==> src/rtl/muldiv_seq.sv <==
// Multi-cycle RV32M sequencer: 2-cycle multiplies, 32-iteration restoring divide.
// Define MULDIV_DIV_BYPASS_EN to complete divide-by-zero / signed-overflow requests in one cycle.
module muldiv_seq #(
  parameter int XLEN = 32
) (
  input  logic            clk,
  input  logic            rst,
  input  logic            start,
  input  logic [4:0]      op,
  input  logic [XLEN-1:0] operand_a,
  input  logic [XLEN-1:0] operand_b,
  input  logic            flush,
  output logic            stall,
  output logic            busy,
  output logic            done,
  output logic [XLEN-1:0] result
);

  typedef enum logic [2:0] {S_IDLE, S_MUL, S_DIV, S_FIX, S_DONE} state_t;

  typedef enum logic [4:0] {
    OP_MUL    = 5'd10,
    OP_MULH   = 5'd11,
    OP_MULHU  = 5'd12,
    OP_MULHSU = 5'd13,
    OP_DIVU   = 5'd14,
    OP_REMU   = 5'd15,
    OP_DIV    = 5'd16,
    OP_REM    = 5'd17
  } op_t;

  localparam logic [XLEN-1:0] INT_MIN = {1'b1, {(XLEN-1){1'b0}}};

  state_t          state, state_next;
  op_t             op_q;
  logic [XLEN-1:0] a_q, b_q;
  logic [XLEN-1:0] quo_q, rem_q, dvsr_q;
  logic [4:0]      cnt_q;
  logic            neg_quo_q, neg_rem_q, zero_q, ovf_q;

  logic            op_valid, is_div_in, signed_div_in, is_rem_in;
  logic            b_zero_in, ovf_in, accept, bypass;
  logic [XLEN-1:0] a_mag_in, b_mag_in, special_in;

  assign op_valid      = (op >= OP_MUL) && (op <= OP_REM);
  assign is_div_in     = (op >= OP_DIVU);
  assign signed_div_in = (op == OP_DIV) || (op == OP_REM);
  assign is_rem_in     = (op == OP_REMU) || (op == OP_REM);
  assign b_zero_in     = (operand_b == '0);
  assign ovf_in        = signed_div_in && (operand_a == INT_MIN) && (operand_b == '1);
  assign a_mag_in      = (signed_div_in && operand_a[XLEN-1]) ? (~operand_a + 1'b1) : operand_a;
  assign b_mag_in      = (signed_div_in && operand_b[XLEN-1]) ? (~operand_b + 1'b1) : operand_b;

  assign accept = start && op_valid && !flush && ((state == S_IDLE) || (state == S_DONE));

`ifdef MULDIV_DIV_BYPASS_EN
  assign bypass = is_div_in && (b_zero_in || ovf_in);
`else
  assign bypass = 1'b0;
`endif

  // Divide-by-zero dominates: with divisor 0 the overflow pattern cannot match anyway.
  function automatic logic [XLEN-1:0] special_result(input logic is_rem, input logic zero,
                                                     input logic [XLEN-1:0] dividend);
    if (zero) special_result = is_rem ? dividend : '1;
    else      special_result = is_rem ? '0 : INT_MIN;
  endfunction

  assign special_in = special_result(is_rem_in, b_zero_in, operand_a);

  // NOTE: every always_comb output gets a default before any branch, so no latch is inferred.
  always_comb begin
    state_next = state;
    unique case (state)
      S_IDLE, S_DONE: begin
        if (accept) begin
          if (!is_div_in)  state_next = S_MUL;
          else if (bypass) state_next = S_DONE;
          else             state_next = S_DIV;
        end else begin
          state_next = S_IDLE;
        end
      end
      S_MUL:   state_next = S_DONE;
      S_DIV:   if (cnt_q == 5'd31) state_next = S_FIX;
      S_FIX:   state_next = S_DONE;
      default: state_next = S_IDLE;
    endcase
    if (flush) state_next = S_IDLE;
  end

  // NOTE: sequential state uses non-blocking assignments so every flop samples pre-edge values.
  always_ff @(posedge clk) begin
    if (rst) state <= S_IDLE;
    else     state <= state_next;
  end

  logic            a_sext, b_sext;
  logic [2*XLEN-1:0] a_ext, b_ext, product;
  logic [XLEN-1:0] mul_result;

  always_comb begin
    a_sext     = ((op_q == OP_MULH) || (op_q == OP_MULHSU)) && a_q[XLEN-1];
    b_sext     = (op_q == OP_MULH) && b_q[XLEN-1];
    a_ext      = {{XLEN{a_sext}}, a_q};
    b_ext      = {{XLEN{b_sext}}, b_q};
    product    = a_ext * b_ext;
    mul_result = (op_q == OP_MUL) ? product[XLEN-1:0] : product[2*XLEN-1:XLEN];
  end

  // One restoring step: shift the next dividend bit into the partial remainder and trial-subtract.
  logic [XLEN:0]   shifted, trial;
  logic [XLEN-1:0] quo_next, rem_next;

  always_comb begin
    shifted = {rem_q, quo_q[XLEN-1]};
    trial   = shifted - {1'b0, dvsr_q};
    if (!trial[XLEN]) begin
      rem_next = trial[XLEN-1:0];
      quo_next = {quo_q[XLEN-2:0], 1'b1};
    end else begin
      rem_next = shifted[XLEN-1:0];
      quo_next = {quo_q[XLEN-2:0], 1'b0};
    end
  end

  logic            is_rem_q;
  logic [XLEN-1:0] fix_result;

  always_comb begin
    is_rem_q = (op_q == OP_REMU) || (op_q == OP_REM);
    if (zero_q || ovf_q)
      fix_result = special_result(is_rem_q, zero_q, a_q);
    else if (is_rem_q)
      fix_result = neg_rem_q ? (~rem_q + 1'b1) : rem_q;
    else
      fix_result = neg_quo_q ? (~quo_q + 1'b1) : quo_q;
  end

  // NOTE: the whole datapath is reset, not only result, so post-reset behaviour is deterministic.
  always_ff @(posedge clk) begin
    if (rst) begin
      op_q      <= OP_MUL;
      a_q       <= '0;
      b_q       <= '0;
      quo_q     <= '0;
      rem_q     <= '0;
      dvsr_q    <= '0;
      cnt_q     <= '0;
      neg_quo_q <= 1'b0;
      neg_rem_q <= 1'b0;
      zero_q    <= 1'b0;
      ovf_q     <= 1'b0;
      result    <= '0;
    end else if (accept) begin
      op_q      <= op_t'(op);
      a_q       <= operand_a;
      b_q       <= operand_b;
      quo_q     <= a_mag_in;
      rem_q     <= '0;
      dvsr_q    <= b_mag_in;
      cnt_q     <= '0;
      neg_quo_q <= signed_div_in && (operand_a[XLEN-1] ^ operand_b[XLEN-1]);
      neg_rem_q <= signed_div_in && operand_a[XLEN-1];
      zero_q    <= b_zero_in;
      ovf_q     <= ovf_in;
      if (bypass) result <= special_in;
    end else begin
      unique case (state)
        S_MUL: if (!flush) result <= mul_result;
        S_DIV: begin
          quo_q <= quo_next;
          rem_q <= rem_next;
          cnt_q <= cnt_q + 5'd1;
        end
        S_FIX: if (!flush) result <= fix_result;
        default: ;
      endcase
    end
  end

  assign busy  = (state == S_MUL) || (state == S_DIV) || (state == S_FIX);
  assign done  = (state == S_DONE);
  assign stall = accept || busy;

endmodule

==> config.mk <==
export PLATFORM = sky130hd
export DESIGN_NAME = muldiv_seq
export DESIGN_NICKNAME = d
export VERILOG_FILES = /design/src/rtl/muldiv_seq.sv
export SDC_FILE = /design/constraint.sdc
export NUM_CORES = 2
export LEC_CHECK = 0
export ABC_CLOCK_PERIOD_IN_PS = 8200
export BUFFER_PORTS_ARGS = -buffer_cell sky130_fd_sc_hd__buf_2
export CORE_UTILIZATION = 45
export DETAILED_ROUTE_END_ITERATION = 8
export HOLD_SLACK_MARGIN = 0.05
export PLACE_DENSITY = 0.72
export SETUP_SLACK_MARGIN = 0.05
export SYNTH_ARGS = -nofsm -noshare
export SYNTH_HDL_FRONTEND = slang
export SYNTH_SLANG_ARGS = --single-unit
export TNS_END_PERCENT = 1
==> constraint.sdc <==
create_clock -name clk -period 8.2 [get_ports clk]
set_input_delay 0.82 -clock clk [delete_from_list [all_inputs] [get_ports clk]]
set_output_delay 0.82 -clock clk [all_outputs]
set_load 0.05 [all_outputs]
==> reports/qor.yml <==
detailed_routing:
  via_per_inst: 5.50
  drt-initial-drc-count: 3278
  drtPass1Iterations: 6
  drcViolationCount: 0
  postRouteAntennaNets: 0
  wl_per_cell_microns: 19.8
  routed_wl_mm: 151
  wl_met2_mm: 71.7
  dr_wl_met3_mm: 11.7
  wl_met1_mm: 60.5
  num_vias: 42000
  maxUsedRoutingLayer: "met5"
synthesis:
  yosys.area.top_type_share_pct: 44.0
  yosysSeqAreaShare_pct: 8.13
  synthCells: 6099
  netlist.top_cell.by_area: "fa_1"
  synth-xor-area-share_pct: 3.45
  yosys.area_share.simple_pct: 17.2
  avgSynthCellArea_sq_um: 8.40
  synth.cell_area_sq_um: 51200
  synth_fa_ha_area_share_pct: 50.1
  synth.mux.area_fraction_pct: 0.227
  synthFlopType: "dfxtp_1"
  synth_cell_type_count: 76
  synth-edff-count: 0
  synth_top_family_by_area: "adder cells"
  yosysWarnings: 0
  ys_ff_latch: 208
  async_reset_ff_share_pct: 0
  synthTopCellsByCount: "inv_1, fa_1, nand2_1, clkbuf_1, and2_1"
  synth_nets: 7549
  synth_most_common_cell: "inv_1"
  synth_compound_area_share_pct: 9.08
  ys_top_cells_by_area: "fa_1, inv_1, dfxtp_1"
placement:
  dpl.hpwl_mm: 124
  place_congestion: 0.976
  port_buffers: 107
  dp_cells: 7585
  post_dp_cell_area_sq_um: 55100
clock_network:
  root_buffer: "clkbuf_16"
  numClockSinks: 208
  clk_pin_slew_worst_paths_ns: 0.06
  htreeDepth: 1
  cts_buffers: 24
  cts_hold_buf: 0
  clock_latency_ns: 0.55
  cts_tree: "yes"
  cts_buffer_depth: 3
global_routing:
  grt_pass1_vias: 43900
  grt-ovfl-total: 0
  track_usage_pct: 26.6
  grt_max_degree: 104
  grt_pass1_wl_mm: 243
  antenna_found_initial: 11
floorplan:
  num_rows: 123
  fp.dieH_microns: 339
  ios: 108
  initial_utilization_pct: 45.5
  dieArea_sq_um: 115000
  coreArea_sq_um: 113000
  die_w_microns: 339
cells_and_area:
  postLayoutCellArea_sq_um: 56200
  layout-drive-gt1-share_pct: 8.39
  syn2layout_area_growth_pct: 9.71
  nets: 7571
  layout.cells.non_filler: 7643
sta:
  whs_ns: 0.456
  slew_viol_final: 0
  hold_viol_final: 0
  timing.final.crit_share_pct: 99.3
  fmax_ghz: 0.123
  rsz0062_at_grt: "true"
  setup_viol: 0
  clock_skew_ns: 0.0153
  period_needed_ns: 8.14
  max-slew-margin-rel_pct: 28.0
  worst_pin_slew_ns: 1.08
power:
  internal_power_w: 0.00205
  p_seq_share_pct: 35.2
  p_comb_share_pct: 23.1
  ir_drop_mv: 0.138
  swShare_pct: 31.8
  pwr_density_cell_nw_per_um2: 53.6
  p_sw_w: 0.000956
  p_clk_share_pct: 41.7
  p_leak_nw: 25.5
worst_setup_path:
  cp_slowest_cell: "fa_2"
  endpoint_kind: "flip-flop"
  required_ns: 8.63
  cpMostUsedCell: "fa_1"
  worst_ep_arrival_time_ns: 8.58
  max_stage_delay_ns: 0.64
  setup.worst_path.class: "reg -> reg"
  critPathMaxFanout: 8
  start_kind: "flip-flop"
status:
  status: "completed"
flow_run:
  cap_viol_max_count: 0
hold_path:
  hp-class: "reg -> reg"
[layer usage]
metal / vias up / GRT usage, %
li1: 18500 / -
met1: 21400 / 35.3
met2: 1738 / 44.3
met3: 353 / 3.63
met4: 8 / 10.2
met5: - / 0
[cells in the final DEF, fill, tap and decap left out, types with 10 or more instances in the layout]
master	Yosys	layout
a211oi_1	45	45
a21o_1	37	37
a21oi_1	238	236
a221oi_1	11	11
a22oi_1	11	11
a311oi_1	17	17
a31oi_1	43	43
and2_1	319	317
and3_1	14	13
buf_12	0	62
buf_2	1	106
buf_4	0	211
clkbuf_16	0	26
dfxtp_1	208	204
fa_1	1126	1122
ha_1	251	249
inv_1	1223	1216
nand2_1	1101	1096
nand2b_1	21	20
nand3_1	43	43
nand4_1	25	25
nor2_1	250	249
nor2b_1	13	11
nor3_1	66	66
nor4_1	14	13
o211ai_1	26	26
o21a_1	13	13
o21ai_0	169	166
o21bai_1	10	10
o31ai_1	35	33
o41ai_1	15	14
or2_2	20	20
or3_1	17	16
or4_1	12	11
xnor2_1	125	122
xor2_1	77	77
[timing repair]
item,4_1_cts,5_1_grt
pin swaps,5,24
gates resized for setup,13,29
gates cloned,0,1
buffers inserted,0,9
endpoints found under the setup margin,8,19
[through the flow]
| stage | power (W) | util (%) | TNS [ns] | setup WS [ns] |
|---|---|---|---|---|
| after floorplan | 0.00150 | - | 0 | 0.102 |
| after global placement | 0.00175 | 48.9 | 0 | 0.0947 |
| after detailed placement | 0.00176 | 48.9 | -0.277 | -0.114 |
| after CTS | 0.00300 | 49.7 | 0 | 0.0334 |
| after global routing | 0.00311 | 49.9 | -1.96 | -0.245 |
| final | 0.00301 | 49.9 | 0 | 0.0558 |
[final cells by class]
cell class	count	area, sq um
antenna	4	10.0
inverter	1223	4600
clock buffer	33	736
multi-input combinational	4283	41200
timing repair buffer	381	3390
tap	1500	1880
sequential	208	4170
fill	10600	56400
clock inverter	11	180
[final timing paths]
| kind | from | to | slack, ns | cells past startpoint |
|---|---|---|---|---|
| max | op_q[3]$_SDFFE_PP1P_ | result[24]$_SDFFE_PP0P_ | 0.06 | 30 |
| max reg2reg | op_q[3]$_SDFFE_PP1P_ | result[24]$_SDFFE_PP0P_ | 0.06 | 30 |
| min reg2reg | dvsr_q[31]$_SDFFE_PP0P_ | dvsr_q[31]$_SDFFE_PP0P_ | 0.46 | 2 |
| min | dvsr_q[31]$_SDFFE_PP0P_ | dvsr_q[31]$_SDFFE_PP0P_ | 0.46 | 2 |
[sequential cells by signal, indices dropped and copies added, names as in the netlist]
register / cells
a_q: 32
op_q: 5
neg_quo_q: 1
neg_rem_q: 1
cnt_q: 5
rem_q: 32
result: 32
dvsr_q: 31
ovf_q: 1
zero_q: 1
b_q: 32
state: 3
quo_q: 32
[cell families (layout without fill, tap and decap cells)]
family / count (synthesis) / in the layout
AND/OR/NAND/NOR: 1951 / 1951
buffers and inverters: 1608 / 1648
adder cells (fa/ha/maj): 1377 / 1377
AO/OA/AOI/OAI: 742 / 742
flip-flops: 208 / 208
XOR/XNOR: 202 / 202
multiplexers: 11 / 11
other: 0 / 4
[worst max-delay path, delay by kind of cell (launching register included)]
kind | cells | cell delay (ns)
adders and majority gates | 9 | 4.61
buffers and inverters | 7 | 0.71
DFF | 1 | 0.35
and+or+nand+nor | 9 | 1.46
AOI/OAI and AO/OA | 5 | 0.89
[power groups by stage]
stage	logic, W	clock network (W)	registers (W)
floorplan	0.000426	0	0.00107
CTS	0.000682	0.00126	0.00106
global placement	0.000668	0	0.00108
finish	0.000695	0.00126	0.00106
global route	0.000755	0.00130	0.00106
detailed placement	0.000678	0	0.00108
Power figures use the tool's default switching activity.
